## src/rtl/duv_resp_monitor.sv

```systemverilog
// duv_resp_monitor: timestamps changes of {out_a,out_b} into a FWFT event FIFO drained by valid/ready.
// Define MON_GLITCH_FILTER_EN to record only values sampled identically on two consecutive edges.
module duv_resp_monitor #(
  parameter int TS_W  = 16,
  parameter int DEPTH = 8
) (
  input  logic            clk,
  input  logic            arst,
  input  logic            mon_en,
  input  logic [1:0]      out_a,
  input  logic [1:0]      out_b,
  input  logic            evt_ready,
  output logic            evt_valid,
  output logic [TS_W+3:0] evt_data,
  input  logic            ovf_clr,
  output logic            overflow,
  output logic [7:0]      drop_cnt
);
  localparam int AW = $clog2(DEPTH);
  localparam int DW = TS_W + 4;
  logic [TS_W-1:0] ts_q, ts_d;
  logic [3:0]      cur, prev_q, prev_d;
  logic [DW-1:0]   mem_q [DEPTH];
  logic [AW-1:0]   wr_q, wr_d, rd_q, rd_d;
  logic [AW:0]     cnt_q, cnt_d;
  logic [DW-1:0]   head_q, head_d, entry;
  logic            ovf_q, ovf_d;
  logic [7:0]      drop_q, drop_d;
  logic            push_req, push, pop, full, drop;

  assign cur   = {out_a, out_b};
  assign entry = {ts_q, cur};

`ifdef MON_GLITCH_FILTER_EN
  // prev holds the last stable value; cand holds the previous raw sample
  logic [3:0] cand_q;
  assign push_req = mon_en && cur == cand_q && cur != prev_q;
  assign prev_d   = cur == cand_q ? cur : prev_q;
  always_ff @(posedge clk or posedge arst)
    if (arst) cand_q <= '0;
    else      cand_q <= cur;
`else
  assign push_req = mon_en && cur != prev_q;
  assign prev_d   = cur;
`endif

  always_comb begin
    full      = cnt_q == (AW+1)'(DEPTH);
    evt_valid = cnt_q != '0;
    pop       = evt_valid && evt_ready;
    push      = push_req && (!full || pop);
    drop      = push_req && full && !pop;
    wr_d      = wr_q + AW'(push);
    rd_d      = rd_q + AW'(pop);
    cnt_d     = cnt_q + (AW+1)'(push) - (AW+1)'(pop);
    // head register tracks the next head, bypassing the entry written this edge
    head_d    = cnt_d == '0 ? head_q : (push && rd_d == wr_q) ? entry : mem_q[rd_d];
    ts_d      = mon_en ? ts_q + TS_W'(1) : ts_q;
    ovf_d     = drop | (ovf_q & ~ovf_clr);
    drop_d    = drop ? (ovf_clr ? 8'd1 : (&drop_q ? drop_q : drop_q + 8'd1))
                     : (ovf_clr ? 8'd0 : drop_q);
  end

  always_ff @(posedge clk)
    if (push) mem_q[wr_q] <= entry;

  always_ff @(posedge clk or posedge arst)
    if (arst) begin
      ts_q   <= '0;
      prev_q <= '0;
      wr_q   <= '0;
      rd_q   <= '0;
      cnt_q  <= '0;
      head_q <= '0;
      ovf_q  <= 1'b0;
      drop_q <= '0;
    end else begin
      ts_q   <= ts_d;
      prev_q <= prev_d;
      wr_q   <= wr_d;
      rd_q   <= rd_d;
      cnt_q  <= cnt_d;
      head_q <= head_d;
      ovf_q  <= ovf_d;
      drop_q <= drop_d;
    end

  assign evt_data = head_q;
  assign overflow = ovf_q;
  assign drop_cnt = drop_q;
endmodule

```

## config.mk

```make
export PLATFORM = sky130hd
export DESIGN_NAME = duv_resp_monitor
export DESIGN_NICKNAME = d
export VERILOG_FILES = /design/src/rtl/duv_resp_monitor.sv
export SDC_FILE = /design/constraint.sdc
export NUM_CORES = 1
export LEC_CHECK = 0
export CAP_MARGIN = 20
export CORE_MARGIN = 1.5
export CORE_UTILIZATION = 47
export DETAILED_ROUTE_END_ITERATION = 6
export PLACE_DENSITY = 0.72
export REMOVE_ABC_BUFFERS = 1
export SLEW_MARGIN = 20
export SYNTH_ARGS = -nofsm -noshare
export SYNTH_HDL_FRONTEND = slang
export SYNTH_SLANG_ARGS = --single-unit
```

## constraint.sdc

```tcl
create_clock -name clk -period 4.9 [get_ports clk]
set_input_delay 1.225 -clock clk [delete_from_list [all_inputs] [get_ports clk]]
set_output_delay 1.225 -clock clk [all_outputs]
set_load 0.1 [all_outputs]
```

# Word-level counts from Yosys, hierarchy flattened
# Memory sizes are Yosys's and may differ from the RTL's. A register that Yosys moved wholly into a read port is not among the register bits.
# Index checks and enable logic that the tools add are counted.
[word_totals]
ramBits = 160
memories = 1
register_bits = 39
out_inout_bits = 30
[mem_list]
columns = ["name", "depth", "word_bits", "rd", "rd_ports_with_merged_regs", "write_ports", "line_no", "source"]
rows = [
  ["mem_q", 8, 20, 1, 1, 1, "23", "logic [DW-1:0] mem_q [DEPTH];"],
]
[classes]
eq_ne = 3
addsub = 6
mux = 6
bitwise_logic = 3
reduce_logical = 14
[op_table]
columns = ["cell", "count"]
rows = [
  ["2-to-1 mux 8 bit", 4],
  ["adder 16 x 1 -> 16 bit (second input constant)", 1],
  ["adder 8 x 1 -> 8 bit (second input constant)", 1],
  ["AND reduction 8 bit", 1],
  ["adder 3 x 1 -> 3 bit", 2],
  ["logical AND 1 bit", 5],
  ["adder 4 x 1 -> 4 bit", 1],
  ["equality test 4 bit (second input constant)", 1],
  ["zero test 4 bit", 1],
  ["!= test 4 bit", 1],
  ["nonzero test 4 bit", 1],
  ["subtractor 4 x 1 -> 4 bit", 1],
  ["zero test 1 bit", 3],
  ["2-to-1 mux 1 bit", 2],
  ["!= test 2 bit (second input constant)", 1],
  ["AND reduction 2 bit", 1],
  ["nonzero test 2 bit", 1],
  ["bitwise AND 1 bit", 1],
  ["logical OR 1 bit", 1],
  ["NOT 1 bit", 1],
  ["OR 1 bit", 1],
]

# Depth between registers and ports, before layout
# Gate-level depths: netlist of the first run.
[logic_depth]
depth_word = 8
ltp_mapped = 16
ltp_nobuf = 15

# Worst setup path before layout of the first run
# OpenSTA, ideal clock, no wires.
[synth_path]
path_type = "input port to flip-flop"
start = "input out_a[1]"
end = "memory mem_q[4][0] in the netlist's numbering (enable)"
arrival_ps = 3992
setup_ps = 456
cell_stages = 4
slack_ps = 452
t_required_ps = 4444
path_cell_list = "xor2_1 > o41ai_2 > nand2b_1 > nor4b_1"
[synth_between]
elab_chain_len = 5
[synth_rtl]
columns = ["element", "line_no", "source"]
rows = [
  ["start: declaration", "10", "input logic [1:0] out_a,"],
  ["!= test 4 bit", "43", "assign push_req = mon_en && cur != prev_q;"],
  ["logical AND 1 bit", "43", ""],
  ["logical AND 1 bit", "51", "push = push_req && (!full || pop);"],
  ["2-to-1 mux 1 bit", "65", "if (push) mem_q[wr_q] <= entry;"],
  ["2-to-1 mux 1 bit (implied by the code)", "65", ""],
  ["end: declaration", "23", ""],
]
# Every way passes these cells.

# Final worst setup path of the first run
[layout_path]
start = "input out_a[1]"
end = "register head_q[10] (netlist: evt_data[10]) (read register of mem_q)"
[layout_between]
elab_chain_len = 7
[layout_rtl]
columns = ["element", "line_no", "source"]
rows = [
  ["!= test 4 bit", "43", ""],
  ["logical AND 1 bit", "43", ""],
  ["logical AND 1 bit", "51", ""],
  ["adder 4 x 1 -> 4 bit", "55", "cnt_d = cnt_q + (AW+1)'(push) - (AW+1)'(pop);"],
  ["subtractor 4 x 1 -> 4 bit", "55", ""],
  ["via cnt_d[1]", "25", "logic [AW:0] cnt_q, cnt_d;"],
  ["zero test 4 bit", "57", "head_d = cnt_d == '0 ? head_q : (push && rd_d == wr_q) ? entry : mem_q[rd_d];"],
  ["zero test 1 bit (no source line)", "n/a", ""],
  ["end: declaration", "26", "logic [DW-1:0] head_q, head_d, entry;"],
]
# The timed path passes the listed nets, and every way through them passes these cells.
# A chain may end at the register's enable or synchronous reset.

==> results of run 1 <==
[metal layers]
layer / vias up / wire, um
met3: 36 / 872
li1: 2056 / -
met4: 0 / 366
met5: - / 0
met1: 2389 / 7070
met2: 102 / 8860
[per-stage QoR]
step                cell area [um2]  TNS [ns]  worst slack (ns)
detailed placement             9710         0             0.160
CTS                           10600         0             0.657
finish                        10600         0             0.676
global route                  10600         0             0.391
global placement               9690         0             0.300
floorplan                      8720    -39.63             -1.98
[Yosys cell counts (9+ instances only)]
master,instances
mux2_2,21
xor2_1,9
nand2_1,13
dfrtp_1,59
mux2i_1,21
ha_1,12
a21oi_1,24
inv_1,11
edfxtp_1,160
mux4_2,40
nor2_1,30
clkbuf_1,13
xnor2_1,20
[cell type report]
class                           instances  area [um2]  area share [%]
Sequential cell                       219        6280            59.4
Multi-Input combinational cell        241        2470            23.3
Clock inverter                         17         297            2.81
Inverter                               12        45.0           0.426
Tap cell                              229         287            2.71
Timing Repair Buffer                   66         628            5.94
Clock buffer                           23         564            5.34
[registers in the layout, summed over array words and instances, names as in the netlist, 3 cells and up]
register,count
drop_cnt,8
cnt_q,4
mem_q,160
wr_q,3
ts_q,16
rd_q,3
prev_q,4
evt_data,20
[final timing paths]
| path | start | to | slack, ns |
|---|---|---|---|
| max in group asynchronous | arst | prev_q[2]$_DFF_PP0_ | 3.27 |
| min reg2reg | evt_data[7]$_DFFE_PP0P_ | evt_data[7]$_DFFE_PP0P_ | 0.52 |
| max reg2reg | cnt_q[2]$_DFF_PP0_ | evt_data[10]$_DFFE_PP0P_ | 1.49 |
| min in group asynchronous | arst | ts_q[0]$_DFFE_PP0P_ | 1.04 |
| min | evt_data[7]$_DFFE_PP0P_ | evt_data[7]$_DFFE_PP0P_ | 0.52 |
| max | out_a[1] | evt_data[10]$_DFFE_PP0P_ | 0.68 |
[power groups by stage]
stage	logic (uW)	registers, uW	clock network (uW)
5_1_grt	3300	2700	2050
3_5_place_dp	3090	2700	0
4_1_cts	3110	2660	1990
2_1_floorplan	1670	3260	0
3_3_place_gp	3010	2670	0
6_report	3060	2660	1950
[kinds of logic (layout without fill, tap and decap cells)]
family                   count (synthesis)  in the layout  share of synthesized area [%]
flip-flops                             219            219                           71.2
adder cells (fa/ha/maj)                 13             13                           1.93
buffers and inverters                   35            118                           1.58
AND/OR/NAND/NOR                         85             85                           4.92
multiplexers                            82             82                           15.3
XOR/XNOR                                29             29                           2.88
AO/OA/AOI/OAI                           32             32                           2.17
[worst reg2reg max path, delay by kind of cell (launching register included)]
family	cells	cell delay, ns
compound gates	1	0.05
fa+ha+maj	4	1.16
buf+inv	5	0.48
flops	1	0.32
mux	1	0.14
simple gates	5	1.14
==> impl_metrics.json, run 1 <==
{
  "run_status": "completed",
  "top_usage_layer": "met2",
  "cts_max_path_buffers": 3,
  "slew_headroom_pct": 33.8,
  "powerDensity_nw_per_um2": 726,
  "final_core_util_pct": 58.0,
  "critPathRequiredTime_ns": 5.28,
  "routabilityCongestion": 0.761,
  "grtUsageMet2_pct": 31.9,
  "cts_tree": "yes",
  "grt_max_degree": 41,
  "async_flop_share_pct": 26.9,
  "gr-usage-met3_pct": 2.50,
  "tightest_slew_ns": 0.990,
  "crit_arrival_ns": 4.60,
  "power_frac_comb_pct": 39.9,
  "start_kind": "input pin",
  "synthDistinctLibCells": 37,
  "grt_overflow": 0,
  "viasPerCell": 5.68,
  "yosysSeqAreaShare_pct": 71.2,
  "layout-area-overhead-vs-synth_pct": 19.9,
  "syn_inst": 495,
  "synth_area_leaders": "edfxtp_1, dfrtp_1, mux4_2",
  "drc": 0,
  "clkLatencyLatePin_ns": 0.51,
  "slowest_delay_ns": 0.51,
  "peakVddDrop_uv": 333,
  "root_buffer": "clkbuf_16",
  "finClkSkew_ns": 0.0182,
  "period_minus_slack_ns": 4.22,
  "post-route-period-util_pct": 86.2,
  "pwr-share-clk_pct": 25.4,
  "rows": 49,
  "synth_edf_count": 160,
  "fp.dieH_um": 140,
  "p_leak_uw": 0.00374,
  "p_total_uw": 7670,
  "crit_cells": 15,
  "antenna_found_initial": 0,
  "n_antenna_cell": 0,
  "dpl.hpwl_um": 10200,
  "rsz0062_at_grt": "no",
  "clock-sinks": 219,
  "drtIter0Drc": 340,
  "ff2ff_path_depth": 16,
  "p_seq_share_pct": 34.7,
  "slew_violations": 0,
  "crit_slowest_cell": "clkdlybuf4s50_1",
  "max_freq_ghz": 0.237,
  "p_int_uw": 4940,
  "finalHoldViolations": 0,
  "crit_family": "buffers and inverters",
  "yosysTopAreaCellShare_pct": 54.5,
  "post_cts_resized": 0,
  "cap_violations": 0,
  "whs_path_depth": 2,
  "start_util_pct": 48.4,
  "wl_per_cell_um": 21.3,
  "final_common_cell": "edfxtp_1",
  "grt_pass1_wl_um": 27600,
  "hold_ws_ns": 0.524,
  "io_buffers": 38,
  "htreeDepth": 1,
  "dr.pass1.iters": 4,
  "post-place-cells": 767,
  "crit_chain": "clkdlybuf4s50_1 > xor2_1 > o41ai_2 > nand2b_1 > ha_1 > inv_1 > ha_1 > inv_1 > fa_1 > inv_1 > nor4b_1 > mux2i_4 > buf_12 > nor2_1 > a21oi_1",
  "netSwitchingFraction_pct": 35.6,
  "die-area_um2": 19600,
  "nFillCells": 1330,
  "totalWireLength_um": 17200,
  "track_usage_pct": 18.4,
  "vias": 4583,
  "post-cts-setup-buffer-count": 0,
  "switchingPower_uw": 2730,
  "core-area_um2": 18200,
  "critPathMostFrequentCell": "inv_1",
  "clk_pin_slew_ns": 0.06,
  "final_antenna_net_count": 0,
  "final_nets": 584,
  "ys_warn_count": 0,
  "setup_violations": 0,
  "final_layout_size_suffix_gt1_share_pct": 24.2,
  "ctsHoldBuffers": 0,
  "yosys_register_bits": 219,
  "die_w_um": 140,
  "postSynthAreaPerCell_um2": 17.8,
  "yosysTopAreaCell": "edfxtp_1",
  "use_met1_pct": 24.4,
  "final_cells": 807,
  "grt_pass1_vias": 4963,
  "numCtsBuffers": 22,
  "syn_area_um2": 8820,
  "crit_buf_inv": 5,
  "synth-main-ff-cell": "edfxtp_1",
  "cp-end-kind": "register",
  "worst-path-max-fanout": 40,
  "hp-class": "reg -> reg",
  "path_class": "in -> reg",
  "ios": 39,
  "mostFrequentLayoutCells": "edfxtp_1, dfrtp_1, mux4_2, clkdlybuf4s50_1, nor2_1"
}
Power figures use the tool's default switching activity.
==> run 2: changes to the inputs <==
--- a/config.mk
+++ b/config.mk
@@ -15,3 +15,4 @@
 export SYNTH_ARGS = -nofsm -noshare
 export SYNTH_HDL_FRONTEND = slang
 export SYNTH_SLANG_ARGS = --single-unit
+export TNS_END_PERCENT = 30
==> results of run 2 <==
No change in the layout: final DEF, timing and power equal those of run 1.
